<file path="src/rtl/fir_inverse_filter_if.sv">
// Handshake bundle between a FIR output stream and the inverse filter.
// FIR_INV_SAT_EN adds the registered sat flag alongside x_out.
interface fir_inverse_filter_if #(
    parameter int WIDTH = 16,
    parameter int N     = 8
) ();
    localparam int YW = 2*WIDTH + $clog2(N) + 1;

    logic signed [YW-1:0]     y_in;
    logic                     in_valid;
    logic                     in_ready;
    logic [N-1:0][WIDTH-1:0]  h;
    logic signed [WIDTH-1:0]  x_out;
    logic                     out_valid;
    logic                     out_ready;
`ifdef FIR_INV_SAT_EN
    logic                     sat;

    modport master (output y_in, in_valid, h, out_ready,
                    input  in_ready, x_out, out_valid, sat);
    modport slave  (input  y_in, in_valid, h, out_ready,
                    output in_ready, x_out, out_valid, sat);
`else
    modport master (output y_in, in_valid, h, out_ready,
                    input  in_ready, x_out, out_valid);
    modport slave  (input  y_in, in_valid, h, out_ready,
                    output in_ready, x_out, out_valid);
`endif
endinterface

</file>
<file path="src/rtl/fir_inverse_filter.sv">
// All-pole inverse of a monic FIR: x[n] = y[n] - sum h[k]*x[n-k], one tap per cycle.
// FIR_INV_SAT_EN: clamp x_out to WIDTH bits and flag it on sat; otherwise x_out wraps.
module fir_inverse_filter #(
    parameter int WIDTH = 16,
    parameter int N     = 8
) (
    input  logic                  clk,
    input  logic                  rst,
    fir_inverse_filter_if.slave   bus
);
    localparam int YW   = 2*WIDTH + $clog2(N) + 1;
    localparam int ACCW = YW + 1;
    localparam int KW   = (N > 1) ? $clog2(N) : 1;
    localparam int HN   = (N > 1) ? N - 1 : 1;

    localparam logic signed [ACCW-1:0] MAXV = {{(ACCW-WIDTH+1){1'b0}}, {(WIDTH-1){1'b1}}};
    localparam logic signed [ACCW-1:0] MINV = {{(ACCW-WIDTH+1){1'b1}}, {(WIDTH-1){1'b0}}};

    typedef enum logic [1:0] {IDLE, MAC, DONE} state_t;

    state_t                   state;
    logic signed [ACCW-1:0]   acc;
    logic signed [ACCW-1:0]   acc_sub;
    logic signed [ACCW-1:0]   y_ext;
    logic [KW-1:0]            k;
    logic [KW-1:0]            hidx;
    logic signed [WIDTH-1:0]  hist [HN];
    logic signed [WIDTH-1:0]  h_k;
    logic signed [WIDTH-1:0]  hist_k;
    logic signed [2*WIDTH-1:0] prod;
    logic [WIDTH:0]           x_load;
    logic                     x_sat;
    logic signed [WIDTH-1:0]  x_val;

    function automatic logic [WIDTH:0] to_x(input logic signed [ACCW-1:0] a);
`ifdef FIR_INV_SAT_EN
        if (a > MAXV)
            return {1'b1, MAXV[WIDTH-1:0]};
        else if (a < MINV)
            return {1'b1, MINV[WIDTH-1:0]};
        else
            return {1'b0, a[WIDTH-1:0]};
`else
        return {1'b0, a[WIDTH-1:0]};
`endif
    endfunction

    assign y_ext   = {bus.y_in[YW-1], bus.y_in};
    assign hidx    = (N > 1) ? k - 1'b1 : '0;
    assign h_k     = $signed(bus.h[k]);
    assign hist_k  = hist[hidx];
    assign prod    = h_k * hist_k;
    assign acc_sub = acc - {{(ACCW-2*WIDTH){prod[2*WIDTH-1]}}, prod};
    // With a single tap the result comes straight from the loaded sample.
    assign x_load  = to_x((N == 1) ? y_ext : acc_sub);
    assign {x_sat, x_val} = x_load;

    always_ff @(posedge clk) begin
        if (rst) begin
            state         <= IDLE;
            acc           <= '0;
            k             <= '0;
            bus.in_ready  <= 1'b1;
            bus.out_valid <= 1'b0;
            bus.x_out     <= '0;
`ifdef FIR_INV_SAT_EN
            bus.sat       <= 1'b0;
`endif
            for (int i = 0; i < HN; i++) hist[i] <= '0;
        end else begin
            case (state)
                IDLE: begin
                    if (bus.in_valid && bus.in_ready) begin
                        acc          <= y_ext;
                        k            <= KW'(1);
                        bus.in_ready <= 1'b0;
                        if (N == 1) begin
                            state         <= DONE;
                            bus.out_valid <= 1'b1;
                            bus.x_out     <= x_val;
`ifdef FIR_INV_SAT_EN
                            bus.sat       <= x_sat;
`endif
                        end else begin
                            state <= MAC;
                        end
                    end
                end
                MAC: begin
                    acc <= acc_sub;
                    k   <= k + 1'b1;
                    if (k == KW'(N-1)) begin
                        state         <= DONE;
                        bus.out_valid <= 1'b1;
                        bus.x_out     <= x_val;
`ifdef FIR_INV_SAT_EN
                        bus.sat       <= x_sat;
`endif
                    end
                end
                DONE: begin
                    // History holds what was presented, so wrapped/clamped values feed back.
                    if (bus.out_ready) begin
                        hist[0] <= bus.x_out;
                        for (int i = 1; i < HN; i++) hist[i] <= hist[i-1];
                        bus.out_valid <= 1'b0;
                        bus.in_ready  <= 1'b1;
                        k             <= '0;
                        state         <= IDLE;
                    end
                end
                default: state <= IDLE;
            endcase
        end
    end
endmodule

</file>
<file path="src/flat_wrapper.sv">
// flat-port wrapper written by rule: the top's interface ports become plain ports
module fir_inverse_filter_flat 
#(
    parameter int WIDTH = 16,
    parameter int N     = 8
)
  (clk, rst, bus_y_in, bus_in_valid, bus_h, bus_out_ready, bus_in_ready, bus_x_out, bus_out_valid);
  fir_inverse_filter_if #(.WIDTH(WIDTH), .N(N)) bus_i ();
  input  logic clk;
  input  logic rst;
  input wire logic [$bits(bus_i.y_in)-1:0] bus_y_in;
  input wire logic [$bits(bus_i.in_valid)-1:0] bus_in_valid;
  input wire logic [$bits(bus_i.h)-1:0] bus_h;
  input wire logic [$bits(bus_i.out_ready)-1:0] bus_out_ready;
  output wire logic [$bits(bus_i.in_ready)-1:0] bus_in_ready;
  output wire logic [$bits(bus_i.x_out)-1:0] bus_x_out;
  output wire logic [$bits(bus_i.out_valid)-1:0] bus_out_valid;
  assign bus_i.y_in = bus_y_in;
  assign bus_i.in_valid = bus_in_valid;
  assign bus_i.h = bus_h;
  assign bus_i.out_ready = bus_out_ready;
  assign bus_in_ready = bus_i.in_ready;
  assign bus_x_out = bus_i.x_out;
  assign bus_out_valid = bus_i.out_valid;
  fir_inverse_filter #(.WIDTH(WIDTH), .N(N)) u_core (.clk(clk), .rst(rst), .bus(bus_i));
endmodule
</file>
<file path="config.mk">
export PLATFORM = sky130hd
export DESIGN_NAME = fir_inverse_filter_flat
export DESIGN_NICKNAME = d
export VERILOG_FILES = /design/src/rtl/fir_inverse_filter_if.sv /design/src/rtl/fir_inverse_filter.sv /design/src/flat_wrapper.sv
export SDC_FILE = /design/constraint.sdc
export NUM_CORES = 1
export LEC_CHECK = 0
export ABC_AREA = 0
export CORE_AREA = 8 8 167 169
export CTS_CLUSTER_DIAMETER = 30
export DETAILED_ROUTE_END_ITERATION = 10
export DIE_AREA = 0 0 175 177
export PLACE_DENSITY = 0.78
export SYNTH_ARGS = -nofsm -noshare
export SYNTH_HDL_FRONTEND = slang
export SYNTH_SLANG_ARGS = --single-unit
</file>
<file path="constraint.sdc">
create_clock -name clk -period 9.2 [get_ports clk]
set_input_delay 2.3 -clock clk [delete_from_list [all_inputs] [get_ports clk]]
set_output_delay 2.3 -clock clk [all_outputs]
set_load 0.05 [all_outputs]
</file>
==> results, run 1 <==
- In this run, synthesis inferred 112 flip-flops with an integrated enable.
- Derived from the worst setup path, the maximum achievable clock frequency is around 110 MHz.
- The master cell of the clock root buffer is sky130_fd_sc_hd__clkbuf_16.
- Of the available clock period, the critical path in the final layout requires 0.977.
- 0 antenna diodes ended up in the layout.
- The share of the Yosys chip area taken by registers is 0.329.
- The signal arrival time at the worst endpoint is between 9000 and 10,000 ps.
- The post-detailed-placement cell area is roughly 0.015 mm2.
- The final estimated routing congestion in global placement is 0.910.
- The vertical extent of the die is approximately 180 um.
- For this run, the number of Yosys warnings is 0.
- Yosys attributes the largest share of cell area to sky130_fd_sc_hd__edfxtp_1, sky130_fd_sc_hd__fa_1, sky130_fd_sc_hd__ha_1.
- STA classifies the critical path endpoint as a flop.
- The area added between synthesis and finish is 25.6%.
- The number of setup violations in the final report is 0.
- The clock tree skew after final layout is ~11 ps.
- The first detailed-routing pass took 5 iterations.
- The maximum number of pins on one net before global-route repair is just under 100.
- The cell that appears most often on the critical path is sky130_fd_sc_hd__fa_1.
- The hold violation total from the final report is 0.
- The non-filler instance count after layout is 1,784.
- The per-cell via count in the routed design is 5.48.
- The routed length on met3 is 2630 um.
- The worst-case clock buffer depth is 2.
- The die is 175 um wide.
- After detailed routing, the wire length on met1 is 15,000 um.
- In this run the tool buffered the top-level ports with around 170 buffer cells.
- Across the run, the number of max-cap violations was 0.
- After detailed routing, no signal wire sits above met4.
- The relative max-transition margin is 0.331.
- For the worst-skew pair, the clock arrives at the later sink with an insertion delay of about 430 ps.
- For this run the aggregate overflow at the end of global routing stands at 0.
- After synthesis, the mean cell area works out to 10.3 um2.
- The total count of max-transition violations in the final report is 0.
- The region available for standard cell placement spans 0.0255 mm2.
- The wire length of the first global-routing pass is 55,000 um.
- For this run, the slowest stage of the critical path takes 560 ps.
- Counting flops and latches in the post-synthesis netlist gives 151.
- The largest driver fanout on the critical path is 4.
- Summed over all layers, the routed wires come to between 30,000 and 40,000 um.
- The transition at the pin with the smallest max-transition slack is approximately 1000 ps.
- In the final layout, the share of cells above drive strength 1 is 0.160.
- The HPWL after detailed placement is about 27,000 um.
- After routing, the total negative slack on setup checks comes to 0 ps.
- The number of buffers created by CTS is 17.
- For this block, the initial DRC count from the detailed router was between 500 and 600.
- The path class of the tightest hold or removal check is flop to flop.
- The number of distinct standard cells referenced by the synthesized netlist is 56.
- The synthesized instance count is 1,219.
- The number of top-level design ports is 186.
- The number of global-route vias before repair came to 10,165.
- The number of levels the H-tree was split into is 4.
- After routing the design area is between 0.015 and 0.02 mm2.
- Dividing the detail-routed wire length by the instance count gives 19.5 um.
- In the final design database the tool counted 1,767 nets.
- The routed design uses 16,200 um of met2 wire.
- The clock period minus final worst setup slack is 8990 ps.
- Clock tree synthesis found a total of approximately 150 sinks.
- The share of flip-flops with an asynchronous set or reset after synthesis is 0.
- The aggregate global-route resource usage is 0.226.
- Counting tap cells, the placed design contains a total of 1,748 instances.
- The clock slew at the register clock pins of the worst setup and hold paths is roughly 60 ps.
- The TritonCTS clock tree is done.
- The run finished with clean final reports.
- The post-synthesis cell area is 0.0126 mm2.
- The detail route stage leaves a number of antenna-violating nets equal to 0.
- Data on the critical path is required at its endpoint by 9550 ps.
- The worst setup path is launched from a primary input.
- The die covers 0.0310 mm2.
- The final route contains 9,771 vias.
- The critical path's slowest cell is sky130_fd_sc_hd__fa_1.
- The share of the core filled with cells is 0.621.
- The net count after synthesis is between 1,500 and 2,000.
- The DRC violation count after routing is 0.
- In this run the core area contains roughly 60 standard-cell rows.
- For this configuration, the core starts out at a cell density of 0.494.
- The largest total area in the synthesized netlist belongs to sky130_fd_sc_hd__edfxtp_1.
- The share of Yosys cell area claimed by the top area cell type is 0.267.
- The number of antenna violations at the first check in global routing is 0.
- The most used flip-flop cell after synthesis is sky130_fd_sc_hd__edfxtp_1.
- The critical setup path kind is primary input to flop.
- The number of buffers inserted for hold repair after clock tree synthesis is 0.
state kept, by name (all words and copies together), names as in the netlist:
name                  flops
u_core.state              2
u_core.k                  3
u_core.bus.in_ready       1
u_core.hist             112
u_core.acc               16
u_core.bus.x_out         16
u_core.bus.out_valid      1
cell usage in the layout, fill, tap and decap left out, types with 21 or more instances in the layout:
cell type	count
sky130_fd_sc_hd__edfxtp_1	112
sky130_fd_sc_hd__nor2_1	118
sky130_fd_sc_hd__inv_1	155
sky130_fd_sc_hd__a21oi_1	46
sky130_fd_sc_hd__fa_1	77
sky130_fd_sc_hd__clkdlybuf4s50_1	159
sky130_fd_sc_hd__a211oi_1	21
sky130_fd_sc_hd__mux2i_1	45
sky130_fd_sc_hd__dfxtp_1	37
sky130_fd_sc_hd__ha_1	77
sky130_fd_sc_hd__xnor2_1	37
sky130_fd_sc_hd__nand2_1	93
sky130_fd_sc_hd__nor2b_1	26
sky130_fd_sc_hd__buf_4	79
sky130_fd_sc_hd__mux4_2	38
sky130_fd_sc_hd__and2_1	99
per-layer routing:
layer,up-vias,track usage
li1,4533,-
met1,4770,0.291
met2,408,0.372
met3,60,0.0516
met4,0,0.0763
met5,-,0
cell type report:
class	count	area (um2)
fillers	2069	9660
well taps	335	419
multi-input cells	859	7790
clock inverters	15	128
inverters	160	601
flip-flops and latches	151	4150
clock buffers	17	425
repair buffers	247	2290
critical path, delay by kind of cell:
family	cells	cell delay [ps]
AOI/OAI and AO/OA	4	740
buffers and inverters	6	880
and+or+nand+nor	4	580
adders and majority gates	8	3440
xor gates and xnor gates	3	580
muxes	2	830
worst paths after layout:
kind                                                  startpoint                                to  slack (ps)  cells past startpoint
worst min register to register  u_core.bus.x_out[6]$_SDFFE_PP0P_  u_core.bus.x_out[6]$_SDFFE_PP0P_         470                      2
worst max-delay path                                   bus_h[53]       u_core.acc[15]$_SDFFE_PP0P_         210                     27
worst min-delay path            u_core.bus.x_out[6]$_SDFFE_PP0P_  u_core.bus.x_out[6]$_SDFFE_PP0P_         470                      2
worst max register to register          u_core.k[0]$_SDFFE_PP0P_       u_core.acc[15]$_SDFFE_PP0P_         740                     30
cell families (layout without fill, tap and decap cells):
family	count (synthesis)	in the layout	share of synthesized area
buffers and inverters	209	439	0.0693
and+or+nand+nor	387	387	0.149
DFF	151	151	0.329
muxes	110	110	0.130
AOI/OAI and AO/OA	147	147	0.0735
adders and majority gates	163	163	0.210
xor gates and xnor gates	52	52	0.0391
stage by stage:
stage	hold slack (ps)	setup slack [ps]
floorplan	436	276
global placement	443	-471
detailed placement	459	-548
CTS	472	5.75
global route	493	-47.2
finish	472	213
Yosys cell counts (19+ instances only):
master                     instances
sky130_fd_sc_hd__nor2b_1          26
sky130_fd_sc_hd__inv_1           159
sky130_fd_sc_hd__a211oi_1         22
sky130_fd_sc_hd__xnor2_1          39
sky130_fd_sc_hd__edfxtp_1        112
sky130_fd_sc_hd__mux2i_1          48
sky130_fd_sc_hd__o21ai_0          19
sky130_fd_sc_hd__fa_1             80
sky130_fd_sc_hd__nand2_1          94
sky130_fd_sc_hd__dfxtp_1          39
sky130_fd_sc_hd__and2_1          100
sky130_fd_sc_hd__mux2_2           20
sky130_fd_sc_hd__a21oi_1          51
sky130_fd_sc_hd__mux4_2           38
sky130_fd_sc_hd__ha_1             83
sky130_fd_sc_hd__nor2_1          119
sky130_fd_sc_hd__clkbuf_1         27
timing repair:
action,CTS,global route
gates cloned,0,0
pin swaps,0,33
setup buffers,0,4
setup endpoints to repair,2,5
gates resized for setup,6,47
hold endpoints to repair,0,0
Power of run 1 is not shown: default switching activity piles up to over one toggle a cycle in this logic, so the estimate is an artifact.
==> run 2, diff against run 1 <==
- CELL_PAD_IN_SITES_DETAIL_PLACEMENT: not set -> 1
- CELL_PAD_IN_SITES_GLOBAL_PLACEMENT: not set -> 2
- CORE_AREA: 8 8 167 169 -> 8 8 208 210
- DIE_AREA: 0 0 175 177 -> 0 0 216 218
- PLACE_DENSITY: 0.78 -> not set
- PLACE_DENSITY_LB_ADDON: not set -> 0.1
- clock period: 9.2 -> 8.08 ns (I/O delays scaled with it)
==> run 2 against run 1 <==
Clock skew rose by 0.85 ps; design area rose by 10%; the run now ends with negative setup slack left; die area rose by 52%; sequential share of layout area fell by 2.4 points.
==> results, run 2 (synthesized netlist as in run 1, its figures left out) <==
- The number of levels the H-tree was split into is 4.
- The footprint of the multi-input gates is 0.00851 mm2.
- In this run the vertical extent of the chip is between 200 and 250 um.
- The detail route stage leaves a number of antenna-violating nets equal to 0.
- Once routing completed, OpenROAD measured the worst setup slack at -383 ps.
- The number of setup violations in the final report is 2.
- Compared with the post-synthesis result, the final layout area differs by 38.1%.
- The final estimated routing congestion in global placement is 0.830.
- The signal arrival time at the worst endpoint is 8820 ps.
- The largest driver fanout on the critical path is 4.
- More flip-flops sit in one register than any other, and that register is u_core.hist.
- The full die area is 0.0471 mm2.
- After detailed routing, the number of vias per cell comes to 4.76.
- The library cells used most frequently in the layout, excluding fill and tap cells, are sky130_fd_sc_hd__buf_4, sky130_fd_sc_hd__inv_1, sky130_fd_sc_hd__edfxtp_1.
- The cell type with the highest occurrence count on the critical path is sky130_fd_sc_hd__fa_1.
- The share of layout cells above drive strength 1 is 0.303.
- The min-delay analysis places its worst path in the category flop to flop.
- The total overflow reported by the global router is 0.
- Setup repair after global routing could not meet its margin everywhere.
- The kind of end point of the critical path is a flop.
- The clock tree skew after final layout is 11.8 ps.
- TritonCTS built the clock tree.
- The worst setup path is of the primary input to flop kind.
- Static timing analysis puts the maximum clock frequency at 118 MHz.
- The type of origin of the critical path is a primary input.
- The sequential cells in the finished layout cover a total of 0.00415 mm2.
- For the final routed database, the setup TNS stands at -692 ps.
- The fill cell instance count of the final layout is around 4,500.
- The first routing iteration left 430 violations.
- Clock-pin slew was measured on the worst setup and hold paths at 60 ps.
- The post-place setup slack is -1320 ps.
- The floorplan has 74 rows.
- The run finished, with violations left.
- The largest registers in the layout are u_core.hist x112, u_core.acc x16, u_core.bus.x_out x16.
- The clock period minus final worst setup slack is roughly 8500 ps.
- For this run, the total global-route usage over all layers was measured as 0.179.
- The insertion delay to the later sink of the worst-skew pair is 430 ps.
- The number of buffers created by CTS is 17.
- The number of vias after detailed routing is between 9,000 and 10,000.
- The count of input and output buffers is 165.
- Data on the critical path is required at its endpoint by around 8400 ps.
- The number of global-route vias before repair is 10,980.
- Including well taps, the total number of placed cells is 2,003.
- The clock sink count is about 150.
- The HPWL after detailed placement is 33,000 um.
- The total count of max-transition violations in the final report is 0.
- The first global-routing pass estimated roughly 65,000 um of wire.
- Wires add up to roughly 42,000 um.
- The number of buffers inserted for hold repair after clock tree synthesis is 0.
- The most common cell after layout, fill and taps aside is sky130_fd_sc_hd__buf_4.
- At the end of the flow, the number of nets in the layout was 1,850.
- The hold violation total from the final report is 0.
- The number of top-level design ports is about 190.
- The finished layout holds approximately 2,100 standard cells, fillers aside.
- The first TritonRoute pass finished after 4 iterations.
- Across the run, the number of max-cap violations was 0.
- The initial core utilization is 0.313.
- The critical path's slowest cell is sky130_fd_sc_hd__fa_1.
- After detailed routing, the average wire length per cell comes to 20.1 um.
- The die extent in x is between 200 and 250 um.
- For this run, design rule violations remaining after detail routing come to 0.
- The number of antenna violations at the first check in global routing is 1.
- The worst-case clock buffer depth is 2.
- The maximum number of pins on one net before global-route repair is 97.
- The longest individual stage delay on the worst path is approximately 600 ps.
- For the pin with the worst max-slew slack, the measured transition is 990 ps.
- The number of flip-flops under the largest register name is 112.
- The portion of the clock cycle consumed by the worst path in the final layout is 1.05.
- The worst pin sits at a relative slew slack of 0.334.
- The master cell of the clock root buffer is sky130_fd_sc_hd__clkbuf_16.
- The final reports fail on negative setup slack.
- The core region is 0.0402 mm2.
-- run 2: final timing paths --
path                                 end  slack, ps  cells after the start                  startpoint
max reg2reg  u_core.acc[15]$_SDFFE_PP0P_        140                     29    u_core.k[0]$_SDFFE_PP0P_
min reg2reg   u_core.acc[2]$_SDFFE_PP0P_        480                      2  u_core.acc[2]$_SDFFE_PP0P_
min           u_core.acc[2]$_SDFFE_PP0P_        480                      2  u_core.acc[2]$_SDFFE_PP0P_
max          u_core.acc[15]$_SDFFE_PP0P_       -380                     27                    bus_h[6]
-- run 2: layer usage --
layer,share of wire,global-route usage,vias up
li1,-,-,4695
met5,0,0,-
met4,0.014,0.0374,0
met3,0.034,0.0262,24
met2,0.49,0.309,145
met1,0.46,0.236,4970
-- run 2: cell type report --
cell class | count | area share
diodes | 1 | 0.000144
clock buffers | 19 | 0.0249
clock inverters | 13 | 0.00979
inverters | 160 | 0.0356
multi-input cells | 859 | 0.489
flip-flops and latches | 151 | 0.239
well taps | 532 | 0.0383
repair buffers | 330 | 0.163
-- run 2: worst max-delay path, delay by kind of cell --
family / cells / cell delay, ps
buf+inv: 6 / 550
mux: 2 / 670
fa+ha+maj: 8 / 3830
simple gates: 4 / 490
compound gates: 4 / 730
xor+xnor: 3 / 530
-- run 2: what timing repair did --
action,in CTS,in global routing
setup buffers,20,12
setup endpoints to repair,12,10
pin swaps,93,49
gates cloned,0,0
resized for setup,219,131
-- run 2: per-stage QoR --
| stage | area [um2] | hold WS [ps] | util |
|---|---|---|---|
| final | 17400 | 483 | 0.433 |
| after global routing | 17400 | 513 | 0.433 |
| after CTS | 17200 | 473 | 0.427 |
| after detailed placement | 16000 | 466 | 0.398 |
| after global placement | 16000 | 457 | 0.398 |
| after floorplan | 12800 | 436 | - |
Power of run 2 is left out for the same reason.
